--- src/rtl/alu_result_fifo.sv ---
`default_nettype none
// ============================================================================
// Module   : alu_result_fifo
// Brief    : FWFT result FIFO behind the 8-bit ALU. Results arriving while
//            full are dropped and counted. Optional entry parity when the
//            macro ALU_FIFO_PARITY_EN is defined.
// Revision : 1.0
// ============================================================================
module alu_result_fifo #(
  parameter int DATA_W = 8,
  parameter int DEPTH  = 8,
  localparam int AW    = $clog2(DEPTH)
) (
  input  logic              i_clk,
  input  logic              i_rst,
  input  logic              i_valid,
  input  logic [DATA_W-1:0] i_data,
  input  logic              i_ready,
`ifdef ALU_FIFO_PARITY_EN
  input  logic              i_corrupt,
  output logic              o_parity_err,
`endif
  output logic              o_valid,
  output logic [DATA_W-1:0] o_data,
  output logic [AW:0]       o_count,
  output logic              o_full,
  output logic              o_empty,
  output logic [7:0]        o_drop_cnt
);

  localparam logic [AW:0] c_FULL_CNT = (AW+1)'(DEPTH);
  localparam logic [7:0]  c_DROP_MAX = 8'hFF;

  logic [DATA_W-1:0] r_mem [DEPTH];
  logic [AW-1:0]     r_wr_ptr;
  logic [AW-1:0]     r_rd_ptr;
  logic [AW:0]       r_count;
  logic [7:0]        r_drop_cnt;

  logic w_full;
  logic w_empty;
  logic w_pop;
  logic w_push;
  logic w_drop;

  // Flags come only from the registered count, so no input reaches them.
  assign w_full  = (r_count == c_FULL_CNT);
  assign w_empty = (r_count == '0);
  assign w_pop   = !w_empty && i_ready;
  assign w_push  = i_valid && (!w_full || w_pop);
  assign w_drop  = i_valid && w_full && !w_pop;

  always_ff @(posedge i_clk) begin
    if (!i_rst && w_push) begin
      r_mem[r_wr_ptr] <= i_data;
    end
  end

  always_ff @(posedge i_clk) begin
    if (i_rst) begin
      r_wr_ptr   <= '0;
      r_rd_ptr   <= '0;
      r_count    <= '0;
      r_drop_cnt <= '0;
    end else begin
      if (w_push) begin
        r_wr_ptr <= r_wr_ptr + 1'b1;
      end
      if (w_pop) begin
        r_rd_ptr <= r_rd_ptr + 1'b1;
      end
      if (w_push && !w_pop) begin
        r_count <= r_count + 1'b1;
      end else if (w_pop && !w_push) begin
        r_count <= r_count - 1'b1;
      end
      if (w_drop && (r_drop_cnt != c_DROP_MAX)) begin
        r_drop_cnt <= r_drop_cnt + 8'd1;
      end
    end
  end

`ifdef ALU_FIFO_PARITY_EN
  logic r_par [DEPTH];
  logic r_parity_err;

  always_ff @(posedge i_clk) begin
    if (!i_rst && w_push) begin
      r_par[r_wr_ptr] <= (^i_data) ^ i_corrupt;
    end
  end

  always_ff @(posedge i_clk) begin
    if (i_rst) begin
      r_parity_err <= 1'b0;
    end else begin
      r_parity_err <= w_pop && (r_par[r_rd_ptr] != (^r_mem[r_rd_ptr]));
    end
  end

  assign o_parity_err = r_parity_err;
`endif

  assign o_valid    = !w_empty;
  assign o_data     = w_empty ? '0 : r_mem[r_rd_ptr];
  assign o_count    = r_count;
  assign o_full     = w_full;
  assign o_empty    = w_empty;
  assign o_drop_cnt = r_drop_cnt;

endmodule
`default_nettype wire

--- config.mk ---
export PLATFORM = sky130hd
export DESIGN_NAME = alu_result_fifo
export DESIGN_NICKNAME = d
export VERILOG_FILES = /design/src/rtl/alu_result_fifo.sv
export SDC_FILE = /design/constraint.sdc
export NUM_CORES = 1
export LEC_CHECK = 0
export ABC_AREA = 1
export ABC_CLOCK_PERIOD_IN_PS = 2450
export BUFFER_PORTS_ARGS = -buffer_cell sky130_fd_sc_hd__buf_2
export CAP_MARGIN = 20
export CORE_MARGIN = 2
export CORE_UTILIZATION = 56
export DETAILED_ROUTE_END_ITERATION = 8
export PLACE_DENSITY = 0.77
export SETUP_SLACK_MARGIN = 0.3
export SLEW_MARGIN = 15
export SYNTH_ARGS = -nofsm -noshare
export SYNTH_HDL_FRONTEND = slang
export SYNTH_SLANG_ARGS = --single-unit
--- constraint.sdc ---
create_clock -name i_clk -period 2.45 [get_ports i_clk]
set_input_delay 0.49 -clock i_clk [delete_from_list [all_inputs] [get_ports i_clk]]
set_output_delay 0.49 -clock i_clk [all_outputs]
set_load 0.02 [all_outputs]
[After elaboration in Yosys (flattened, before gate mapping)]
Memories as Yosys holds them, arrays and structs flattened. A register that Yosys moved wholly into a read port is not among the register bits.
Cells that the tools add are included.
Cells by class
  $add $sub $neg: 5
  $mul: 0
  divide/modulo/power cells: 0
  order comparisons: 0
  eq/ne operators: 2
  shifts and indexed selects: 0
  mux-type cells: 7
  bitwise logic cells: 0
  reduce and logical (&&, ||, !) cells: 16
Operator list (count)
  $add A8 B1 Y8 const B: 1
  $logic_and A1 B1 Y1: 8
  $mux W4: 2
  $mux W8: 1
  $ne A8 B8 Y1 const B: 1
  $add A3 B1 Y3 const B: 2
  $mux W3: 2
  $logic_not A1 Y1: 5
  $add A4 B1 Y4 const B: 1
  $eq A4 B4 Y1 const B: 1
  $logic_not A4 Y1: 1
  $sub A4 B1 Y4 const B: 1
  $mux W1: 2
  $reduce_bool A2 Y1: 1
  $logic_or A1 B1 Y1: 1
Storage, ports and cells
  register bits after elaboration: 18
  bits in latches: 0
  memory bits (writable): 64
  memory bits (read-only): 0
  bits of input ports: 12
  output and inout bits: 23
  logic and storage cells: 35
  memories kept: 1
Memories
  r_mem: words 8, width 8, read ports 1, clocked after memory_dff 1, write ports 1, RTL line 34  | logic [DATA_W-1:0] r_mem [DEPTH];

[Logic depth before layout (Yosys ltp)]
Gate-level depths: netlist (run 1).
  depth after elaboration: 9
  mapped depth: 13
  gate-level depth less buffers: 13

[Worst setup path before layout (run 1)]
Ideal clock, no wire load.
  kind: flip-flop to flip-flop
  from: register r_count[3] (netlist: o_count[3])
  to: register r_count[3] (netlist: o_count[3])
  setup time: 0.115 ns
  arrival: 1.905 ns
  setup slack: 0.429 ns
  cell stages (with the launch flop): 13
  period minus slack after synthesis: 2.021 ns
  cells stage by stage: dfxtp_1 -> inv_2 -> nor2_4 -> nand3b_1 -> nand2_1 -> inv_2 -> ha_1 -> inv_1 -> ha_1 -> a21oi_1 -> a21oi_1 -> o21ai_0 -> inv_1
Between the ends
  longest elaborated chain between the ends: 8
  elaborated cells between the ends (all ways): 16
Ends and longest elaborated chain
  start, declared: RTL line 37  | logic [AW:0] r_count;
  start signal, assigned: RTL line 73  | r_count <= r_count + 1'b1;
  start signal, assigned: RTL line 75  | r_count <= r_count - 1'b1;
  parallel branches: the longest is 8 deep, another holds $sub A4 B1 Y4
Several ways; the timed one is not identified. The select of a mux whose other input is x is not followed.
A chain may end at the register's enable or synchronous reset.

==> metrics.txt, run 1 <==
internal power 2.54 mW; Power Density 921 nW/um^2; fin crit period 2050 ps; period utilization 83.5%; drt first pass iters 4; Yosys Warn Count 0; total clock sinks 85; Critical Path AT 1560 ps; Sw Ratio 35.8%; vias in the first global route 2594; first-pass GRT wire length 11500 um; CP cell instances buf_12 -> nor2_1 -> nor2_1 -> o21ai_1 -> o211ai_1 -> nand2_1 -> nor2_1 -> buf_4; Clk pwr share 21.5%; GP Congestion 0.781; top cells by area, synth edfxtp_1 52%, dfxtp_1 11%, nor2_1 10%, nand2_1 4.8%, o21ai_0 3.6%; CTS Hold Bufs 0; r2r worst-path depth 12; max cap viols 0; post-synth top area cell edfxtp_1; Crit Path Max Fanout 18; initial antenna violation count 0; largest net degree at the start of global routing 33; Inserted Clock Buffers 9; CP max stage delay 400 ps; Startpoint Class flip-flop; RSZ-0062 raised after global routing yes; Hold Crit Endpoint r_wr_ptr[2]; layout net count 441; Worst R2R Start o_count[3]; WL/cell 14.2 um; Peak VDD IR 688 uV; Clk Latency, worst-skew pair 350 ps; Yosys reg bits 85; chip width 85.4 um; final antenna-violating net count 0; layout cells sized above 1 19.9%; status finished, final reports clean; leakage 1.75 nW; vias per std cell 5.40; DRT iter0 DRCs 185; Post-Layout Cell Count 504; final hold vios 0; TNS Setup 0 ps; Cell Area, Synth 3710 sq um; CTS Buffer Depth 2; CP Class reg -> out; Clock Skew 5.95 ps; Final Util 67.2%; register area share after synthesis 63.2%; Std-Cell Core Area 6390 sq um; Rows 29; Reg power frac 44.5%; DRC viols 0; vias 2721; Tot Pwr 3.95 mW; Final setup viols 0; Post-Syn Nets 391; GRT Util Overall 20.7%; Multi-input gate area 1210 sq um; Slew @ Worst Pin 365 ps; dpl cell area 4040 sq um; die area 7290 sq um; Comb pwr share 34.0%; Fill cells 487; CTS tree built; initial core utilization 58.1%; hpwl dp 4550 um; Ant. Diodes 0; FF-to-FF setup slack 470 ps; dpl cells 486; register area 2350 sq um; Syn Inst Count 372; Max Fclk 0.489 GHz; total routed wirelength 7140 um; Max stage delay cell, worst path dfxtp_4; Worst Hold Path Cells 2; Worst EP required 1960 ps; Worst path most repeated cell nor2_1; Die Y 85.4 um; post-synth top area share 51.8%; PortBufs 34; Crit Reg-Reg Endpoint o_count[3]; top-level I/O count 35; max-slew violation count 0; fin area 4290 sq um; syn avg cell area 9.97 sq um; hold path startpoint i_rst; clock slew at reported path FFs 70 ps; Distinct cells, synth 25; Psw 1.42 mW; root buffer cell clkbuf_8; H-tree levels 3; relative slew slack 75.6%; total gr overflow 0; CP endpoint kind output port; P&R area growth vs syn 15.7%; Hold Crit Class in -> reg
kinds of logic after synthesis:
| group | share of synthesized area (%) |
|---|---|
| adders and majority gates | 2.56 |
| AOI/OAI and AO/OA | 9.18 |
| buffers and inverters | 4.32 |
| xor gates and xnor gates | 1.42 |
| DFF | 63.2 |
| and+or+nand+nor | 19.3 |
worst max path at each step:
stage	from	end	slack, ps	depth (start not counted)
after floorplan	o_count[3]	o_count[3]	430	12
after global placement	i_ready	o_count[3]	320	11
after detailed placement	i_ready	o_count[3]	240	11
after CTS	flip-flop	o_data[6]	300	8
after global routing	flip-flop	o_data[6]	290	8
final	flip-flop	o_data[6]	400	8
power groups by stage:
stage / Combinational [mW] / Sequential (mW) / Clock [mW]
floorplan: 0.846 / 1.80 / 0
global placement: 1.21 / 1.77 / 0
detailed placement: 1.24 / 1.78 / 0
CTS: 1.26 / 1.75 / 0.865
global route: 1.49 / 1.77 / 0.919
finish: 1.34 / 1.76 / 0.848
flip-flops by register name, indices dropped and copies added (netlist names), named ones only:
name and cells:
r_wr_ptr 3, o_count 4, r_mem 64, o_drop_cnt 8
r_rd_ptr 3
area by class of cell:
| type | count | share of cell area, % |
|---|---|---|
| Sequential cell | 85 | 54.9 |
| Multi-Input combinational cell | 248 | 28.2 |
| Timing Repair Buffer | 53 | 8.55 |
| Clock buffer | 14 | 3.56 |
| Inverter | 25 | 2.30 |
| Tap cell | 77 | 2.25 |
| Clock inverter | 2 | 0.292 |
routing by layer:
layer	routed length (um)	global-route usage, %	up-vias	part of all wire [%]
li1	-	-	1351	-
met1	3060	24.5	1276	43
met2	3530	34.4	79	49
met3	373	6.13	15	5.2
met4	174	10.4	0	2.4
met5	0	0	-	0
cells in the mapped netlist (all sizes together):
library cell / count
a21oi: 9
buf: 6
clkbuf: 8
dfxtp: 21
edfxtp: 64
fa: 1
ha: 6
inv: 25
nand2: 50
nand3: 12
nand3b: 1
nand4: 1
nor2: 102
nor3: 5
o211ai: 8
o21ai: 47
xnor2: 1
xor2: 5
through the flow:
stage | setup slack [ps] | hold WS (ps)
6_report | 404 | 391
2_1_floorplan | 429 | 451
3_3_place_gp | 315 | 484
5_1_grt | 286 | 391
4_1_cts | 300 | 368
3_5_place_dp | 237 | 487
worst max-delay path: cells and delay by family (launching register included):
family / cells / cell delay (ps)
DFF: 1 / 400
and+or+nand+nor: 4 / 340
buffers and inverters: 2 / 300
AOI/OAI and AO/OA: 2 / 160
cells in the final DEF, fill, tap and decap left out, types with 2 or more instances in the layout:
| master | count |
|---|---|
| inv_1 | 20 |
| edfxtp_1 | 64 |
| xor2_1 | 5 |
| nor2_1 | 99 |
| buf_4 | 18 |
| clkbuf_8 | 10 |
| dfxtp_2 | 6 |
| o211ai_1 | 8 |
| dfxtp_1 | 14 |
| nand2_1 | 47 |
| inv_2 | 4 |
| buf_2 | 31 |
| o21ai_0 | 27 |
| nand2_2 | 2 |
| clkbuf_1 | 4 |
| nor2_4 | 3 |
| a21oi_1 | 8 |
| nand3_1 | 11 |
| nor3_1 | 5 |
| buf_12 | 2 |
| ha_1 | 6 |
| o21ai_1 | 20 |
repair_timing:
item | CTS | global route
endpoints found under the setup margin | 8 | 9
pin swaps | 0 | 0
buffers inserted | 0 | 1
gates resized for setup | 5 | 17
cloned | 0 | 1
Note: power is estimated with default switching activity, not from simulation.
==> run 2: changes to the inputs <==
- ABC_CLOCK_PERIOD_IN_PS: 2450 -> 1890
- clock period: 2.45 -> 1.89 ns (I/O delays scaled with it)
==> run 2 against run 1 <==
  * Worst setup slack worse by 490 ps
  * Register-to-register slack worse by 350 ps
  * Cell count is 3.4% higher
  * Combinational power is 92% higher
  * Sequential cell count stayed put
  * The run now ends with setup timing left
  * Clock skew is 2.2 ps higher
  * Die area stayed put
  * Non-clock buffer count is 17 higher
  * Via count is 5.2% higher
  * Critical path type unchanged
==> metrics.txt, run 2 (synthesis gave the netlist of run 1 again) <==
largest net degree at the start of global routing 33 (unchanged); Most flops, register r_mem (unchanged); DRC viols 0 (unchanged); CTS Hold Bufs 0 (unchanged); PortBufs 34 (unchanged); Power Density 1230 nW/um^2 (was 921 nW/um^2); Clk Latency, worst-skew pair 350 ps (about the same); CTS tree built (unchanged); Min Hold Slack 276 ps (was 391 ps); layout cells sized above 1 30.2% (was 19.9%); Startpoint Class flip-flop (unchanged); CTS Buffer Depth 2 (unchanged); Clock Skew 8.11 ps (was 5.95 ps); WL/cell 15.9 um (was 14.2 um); Std-Cell Core Area 6390 sq um (unchanged); initial antenna violation count 0 (unchanged); H-tree levels 3 (unchanged); die area 7290 sq um (unchanged); fin crit period 1980 ps; vias 2862 (was 2721); status finished with violations (was finished, final reports clean); RSZ-0062 raised after global routing yes (unchanged); clock slew at reported path FFs 80 ps (was 70 ps); CP Class reg -> out (unchanged); max reg flops 64 (unchanged); Critical Path AT 1600 ps (was 1560 ps); Final setup viols 5 (was 0); layout net count 458 (was 441); vias per std cell 5.49 (was 5.40); CP endpoint kind output port (unchanged); total routed wirelength 8270 um (was 7140 um); Max Fclk 0.505 GHz; Ant. Diodes 0 (unchanged); Top Metal Used met4 (unchanged); initial core utilization 58.1% (unchanged); relative slew slack 59.8% (was 75.6%); Die Y 85.4 um (unchanged); met3 wire len 479 um (was 373 um); Worst EP required 1510 ps (was 1960 ps); total gr overflow 0 (unchanged); period utilization 105%; Inserted Clock Buffers 9 (unchanged); vias in the first global route 2600 (was 2594); leakage 1.92 nW (was 1.75 nW); max-slew violation count 0 (unchanged); DRT met1 WL 3300 um (was 3060 um); chip width 85.4 um (unchanged); met2 wire length 4350 um (was 3530 um); total clock sinks 85 (unchanged); root buffer cell clkbuf_8 (unchanged); Slew @ Worst Pin 602 ps (was 365 ps); Tot Pwr 5.95 mW (was 3.95 mW); setup ws final -89.1 ps (was 404 ps); hpwl dp 4790 um (was 4550 um); violated checks setup timing; drt first pass iters 5 (was 4); commonest non-fill, non-tap cell in the layout nor2_1 (unchanged); final hold vios 0 (unchanged); GP Congestion 0.794 (was 0.781); first-pass GRT wire length 12400 um (was 11500 um); final antenna-violating net count 0 (unchanged); P&R area growth vs syn 30.0% (was 15.7%); most frequent cells in the layout 85 x nor2_1, 64 x edfxtp_1, 45 x nand2_1, 26 x o21ai_1, 23 x buf_2 (was 99 x nor2_1, 64 x edfxtp_1, 47 x nand2_1, 31 x buf_2, 27 x o21ai_0); Crit Path Max Fanout 9 (was 18); top-level I/O count 35 (unchanged); GRT Util Overall 22.4% (was 20.7%); Hold Crit Class in -> reg (unchanged); Peak VDD IR 961 uV (was 688 uV); max cap viols 0 (unchanged); DRT iter0 DRCs 163 (was 185); Rows 29 (unchanged)
-- run 2: cell count changes in the layout (fill, tap and decap cells not counted), sizes merged --
cell / delta
inv: -1
clkbuf: -2
buf: +16
clkinvlp: +1
clkinv: +3
-- run 2: layout make-up --
| type | instances | area (sq um) |
|---|---|---|
| inverter | 25 | 111 |
| clock buffer | 11 | 131 |
| sequential | 85 | 2360 |
| multi-input combinational | 248 | 1420 |
| timing repair buffer | 70 | 673 |
| clock inverter | 5 | 27.5 |
| tap | 77 | 96.3 |
| fill | 420 | 1570 |
-- run 2: final timing paths --
check                                  from  depth (start not counted)  slack, ps     endpoint
worst max-delay path              flip-flop                          8        -90    o_data[4]
worst min-delay path                  i_rst                          2        280  r_wr_ptr[2]
worst max register to register   o_count[1]                          9        120   o_count[1]
worst min register to register  r_rd_ptr[1]                          2        500    flip-flop
-- run 2: per-stage QoR --
step	instance area, sq um	instances	TNS, ps	setup slack [ps]	util (%)
final	4820	521	-294	-89.1	75.5
after global routing	4820	521	-967	-152	75.5
after CTS	4570	514	-73.1	-29.2	71.6
after detailed placement	4170	489	0	39.1	65.2
after global placement	4170	489	0	105	65.2
after floorplan	3800	372	0	201	-
-- run 2: power breakdown --
group	switching [mW]	leakage [nW]	total, mW	internal, mW
logic	1.40	1.09	2.57	1.17
clock network	0.620	0.0744	1.09	0.467
registers	0.141	0.753	2.29	2.15
total	2.16	1.92	5.95	3.79
-- run 2: worst max-delay path: stages, from the launching register on --
cell	delay, ps
dfxtp_4	410
inv_4	70
buf_12	140
buf_4	130
o21ai_1	130
o21ai_1	80
nor2_1	90
nor2_1	50
buf_4	150
-- run 2: timing repair --
action | 4_1_cts | 5_1_grt
setup buffers | 8 | 5
gates cloned | 1 | 2
pin swaps | 10 | 13
resized for setup | 49 | 48
setup endpoints to repair | 65 | 79
-- run 2: metal layers --
layer,GRT usage [%],vias to the layer above
met2,38.4,96
met1,28.3,1357
li1,-,1393
met3,5.16,16
met5,0,-
met4,7.22,0
